==> src/rtl/cb_shift_seq.sv <==
// cb_shift_seq: sequences a CB-prefix shift/rotate (RLC RRC RL RR SLA SRA SRL SWAP) over two ALU cycles
// Ports: clk, nreset (sync, active-low); req/req_op/req_b/req_c in, ack out;
//   alu_busy stalls the sequence; alu_op/alu_si/alu_sh/alu_oe/alu_ld/alu_l/alu_h drive the ALU;
//   alu_shift_dbh/alu_shift_dbl/alu_result/alu_zero come back from it;
//   done pulses for one cycle with res and flags {Z,N,H,C}.
module cb_shift_seq #(
  parameter bit HOLD_RESULT = 1'b1
) (
  input  logic       clk,
  input  logic       nreset,
  input  logic       req,
  input  logic [2:0] req_op,
  input  logic [7:0] req_b,
  input  logic       req_c,
  output logic       ack,
  input  logic       alu_busy,
  output logic [7:0] alu_op,
  output logic       alu_si,
  output logic [1:0] alu_sh,
  output logic [1:0] alu_oe,
  output logic       alu_ld,
  output logic       alu_l,
  output logic       alu_h,
  input  logic       alu_shift_dbh,
  input  logic       alu_shift_dbl,
  input  logic [7:0] alu_result,
  input  logic       alu_zero,
  output logic       done,
  output logic [7:0] res,
  output logic [3:0] flags
);
  typedef enum logic [1:0] {IDLE, SHIFT, HIGH, DONE} state_t;
  state_t state, state_n;
  logic [2:0] op_q;
  logic [7:0] b_q;
  logic c_q, cy_q, is_left, is_swap, si, go;
  assign go = !alu_busy;
  assign is_swap = op_q == 3'b111;
  assign is_left = op_q == 3'b000 || op_q == 3'b010 || op_q == 3'b100;
  // shift-in: rotates feed back the outgoing bit, RL/RR feed the carry, SRA keeps the sign
  assign si = (op_q == 3'b000 || op_q == 3'b101) ? b_q[7] :
              (op_q == 3'b001) ? b_q[0] :
              (op_q == 3'b010 || op_q == 3'b011) ? c_q : 1'b0;
  // alu_* are only driven on a non-stalled cycle so a busy cycle never reloads the latches
  always_comb begin
    state_n = state;
    ack = 1'b0;
    done = 1'b0;
    alu_op = 8'h00;
    alu_si = 1'b0;
    alu_sh = 2'b00;
    alu_oe = 2'b00;
    alu_ld = 1'b0;
    alu_l = 1'b0;
    alu_h = 1'b0;
    case (state)
      IDLE: begin
        ack = req & go;
        state_n = ack ? SHIFT : IDLE;
      end
      SHIFT: if (go) begin
        alu_op = b_q;
        alu_si = si;
        alu_sh = is_swap ? 2'b11 : is_left ? 2'b01 : 2'b10;
        alu_oe = 2'b01;
        alu_ld = 1'b1;
        alu_l = 1'b1;
        state_n = HIGH;
      end
      HIGH: if (go) begin
        alu_oe = 2'b10;
        alu_h = 1'b1;
        state_n = DONE;
      end
      default: begin
        done = 1'b1;
        state_n = IDLE;
      end
    endcase
  end
  always_ff @(posedge clk) begin
    if (!nreset) begin
      state <= IDLE;
      op_q <= 3'b000;
      b_q <= 8'h00;
      c_q <= 1'b0;
      cy_q <= 1'b0;
      res <= 8'h00;
      flags <= 4'h0;
    end else begin
      state <= state_n;
      if (ack) begin
        op_q <= req_op;
        b_q <= req_b;
        c_q <= req_c;
        res <= 8'h00;
        flags <= 4'h0;
      end
      if (state == SHIFT && go)
        cy_q <= is_swap ? 1'b0 : is_left ? alu_shift_dbh : alu_shift_dbl;
      if (state == HIGH && go) begin
        res <= alu_result;
        flags <= {alu_zero, 2'b00, cy_q};
      end
      if (state == DONE && !HOLD_RESULT) begin
        res <= 8'h00;
        flags <= 4'h0;
      end
    end
  end
endmodule
==> config.mk <==
export PLATFORM = sky130hd
export DESIGN_NAME = cb_shift_seq
export DESIGN_NICKNAME = d
export VERILOG_FILES = /design/src/rtl/cb_shift_seq.sv
export SDC_FILE = /design/constraint.sdc
export NUM_CORES = 1
export LEC_CHECK = 0
export BUFFER_PORTS_ARGS = -buffer_cell sky130_fd_sc_hd__buf_4
export CAP_MARGIN = 20
export CORE_MARGIN = 1
export CORE_UTILIZATION = 40
export DETAILED_ROUTE_END_ITERATION = 10
export PLACE_DENSITY = 0.79
export SLEW_MARGIN = 10
export SYNTH_ARGS = -nofsm -noshare
export SYNTH_HDL_FRONTEND = slang
export SYNTH_SLANG_ARGS = --single-unit
==> constraint.sdc <==
create_clock -name clk -period 1.57 [get_ports clk]
set_input_delay 0.314 -clock clk [delete_from_list [all_inputs] [get_ports clk]]
set_output_delay 0.314 -clock clk [all_outputs]
set_load 0.01 [all_outputs]
==> metrics.txt <==
startpoint types flop; Int Power 1.42 mW; Final Critical Period 1.78 ns; max-slew violation count 0; n_diodes 0; Cell Area, Placed 1640 um2; metal2 WL 1.77 mm; routed length per instance 13.5 um; via/cell ratio 4.96; Leakage 0.869 nW; Placed Cells 228; Mapped Cells 149; DIE AREA 3340 um2; DRT antenna net count 0; Routability Congestion 0.846; DRT iter0 DRCs 61; PwrDens 1150 nW/um2; Hold Path Class primary input to flop; share of layout cells above drive strength 1 47.9%; max-capacitance violation count 0; post-layout util 68.3%; crit-path max FO 6; setup ws final -0.214 ns; Congestion Overflow GR 0; clock buffer depth 2; CTS Buf Count 3; die extent in y 57.8 um; Hold Violations, Final 0; CTS root buf clkbuf_4; antenna violations before repair 0; Arr. time, crit path 1.47 ns; clock-pin slew on the worst setup and hold paths 0.14 ns; CP Class flop to output port; Slowest-stage cell, CP dfxtp_2; Filler cells 208; Rows 19; Tot GR Track Use 20.1%; Routed met1 length 1.39 mm; Flop pwr share 36.3%; CP delay by family, top flip-flops; CTS tree yes; Seq cells post-synth 25; fin crit share 114%; Final setup viols 17; worst vdd ir 0.000718 V; Die X 57.8 um; first-pass GRT wire length 5.13 mm; design area 1950 um2; hold slack 0.216 ns; worst-skew pair later-pin latency 0.32 ns; highest routed layer met4; number of global-route vias before repair 1,183; Syn. warnings 0; met3 routed WL 170 um; Placeable Area 2850 um2; failing checks design-rule violations, negative setup slack; clock skew 0.00951 ns; post-synthesis cell type count 29; Worst Path Required 1.26 ns; CP peak stage delay 0.36 ns; Initial DRT Pass Iterations 7; H-tree levels 1; initial core utilization 43.6%; vias 1,239; number of buffers and inverters on the critical path 3; Post-Layout Cell Count 250; combinational share of power 50.7%; commonest cells after routing, fill and taps aside buf_4 (59), nand2_1 (36), a21boi_1 (21), dfxtp_1 (21), buf_6 (15); RSZ-0062 raised after global routing true; status finished, violations left; largest net degree at the start of global routing 26; Final nets 251; most common cell after layout, fill and taps aside buf_4; CTS Sinks 25; Switching Share 36.3%; Clk pwr share 13.1%; DRC Markers 4; cell chain of the critical path inv_2 > ha_4 > nand2b_4 > clkinvlp_4 > and2_4 > buf_6; port bufs 54; switching power 0.812 mW; Post-Syn Area 1240 um2; io pins 57; dpl hpwl 2.07 mm; Seq/Total Area, Yosys 40.2%; routed wire length 3.37 mm; Area growth, synth to finish 56.6%; upper clock frequency limit 561 MHz; syn avg cell area 8.36 um2; crit end category output port
==> worst reg2reg max path, cell delays in order, from the launching register on <==
cell	delay, ns
dfxtp_2	0.36
inv_2	0.05
ha_4	0.16
buf_4	0.12
buf_4	0.12
o21ai_1	0.23
mux2i_1	0.24
nor2b_1	0.06
==> power by group through the flow <==
stage	Sequential, mW	Clock, mW	Combinational [mW]
final	0.811	0.292	1.13
after global routing	0.822	0.328	1.22
after CTS	0.813	0.286	0.977
after detailed placement	0.807	0	0.738
after global placement	0.798	0	0.697
after floorplan	0.810	0	0.480
==> routing by layer <==
layer | GRT usage, % | up-vias
met5 | 0 | -
met4 | 9.52 | 0
met3 | 3.57 | 4
met2 | 37.5 | 38
met1 | 21.9 | 576
li1 | - | 621
==> cells in the mapped netlist (all sizes together) <==
library cell / number / area [um2]
nand2: 36 / 135
dfxtp: 25 / 500
a21boi: 23 / 173
nand3: 10 / 50.1
and2: 8 / 50.1
buf: 8 / 67.6
inv: 7 / 26.3
a21oi: 4 / 20.0
ha: 4 / 50.1
nand2b: 4 / 40.0
o21ai: 4 / 20.0
nor2: 3 / 11.3
clkbuf: 2 / 7.51
nand3b: 2 / 27.5
a31oi: 1 / 6.26
and3: 1 / 6.26
conb: 1 / 3.75
mux2i: 1 / 10.0
nand4b: 1 / 8.76
nor2b: 1 / 6.26
o21bai: 1 / 7.51
o31a: 1 / 8.76
xnor2: 1 / 8.76
==> cell type report <==
cell class                      count  area (um2)  share of cell area [%]
Multi-Input combinational cell    108         712                    36.5
Sequential cell                    25         510                    26.2
Inverter                            7        42.5                    2.18
Timing Repair Buffer               74         612                    31.4
Clock buffer                        4        26.3                    1.35
Timing Repair inverter              1        7.51                   0.385
Tap cell                           31        38.8                    1.99
==> sequential cells by signal, summed over array words and instances (netlist names) <==
signal and count:
c_q 1, state 2, res 8, b_q 8
cy_q 1, flags 2, op_q 3
==> kinds of logic (layout without fill, tap and decap cells) <==
group | after synthesis | after routing | synth area share [%]
adders and majority gates | 4 | 4 | 4.02
buffers and inverters | 17 | 86 | 8.14
DFF | 25 | 25 | 40.2
muxes | 1 | 1 | 0.804
other | 1 | 2 | 0.301
xor gates and xnor gates | 1 | 1 | 0.704
and+or+nand+nor | 66 | 66 | 26.9
AOI/OAI and AO/OA | 34 | 34 | 18.9
==> timing repair <==
action / 4_1_cts / 5_1_grt
cloned: 1 / 0
gates resized for setup: 42 / 7
setup endpoints to repair: 17 / 17
pin swaps: 10 / 3
hold buffers: 0 / 0
buffers inserted: 9 / 11
==> worst paths after layout <==
path,slack [ns],startpoint,end,cells after the start
worst max-delay path,-0.21,state[1]$_SDFFE_PN0P_,alu_oe[0],6
worst min-delay path,0.22,alu_result[0],res[0]$_SDFFE_PN0P_,3
worst max register to register,0.13,state[1]$_SDFFE_PN0P_,state[1]$_SDFFE_PN0P_,7
worst min register to register,0.47,b_q[1]$_SDFFE_PN0P_,b_q[1]$_SDFFE_PN0P_,2
==> stage by stage <==
step | setup WS [ns] | TNS, ns | power [mW]
after floorplan | 0.174 | 0 | 1.29
after global placement | 0.0795 | 0 | 1.49
after detailed placement | -0.0146 | -0.0146 | 1.55
after CTS | -0.194 | -1.91 | 2.08
after global routing | -0.278 | -3.40 | 2.37
final | -0.214 | -2.30 | 2.24
Note: power is estimated with default switching activity, not from simulation.
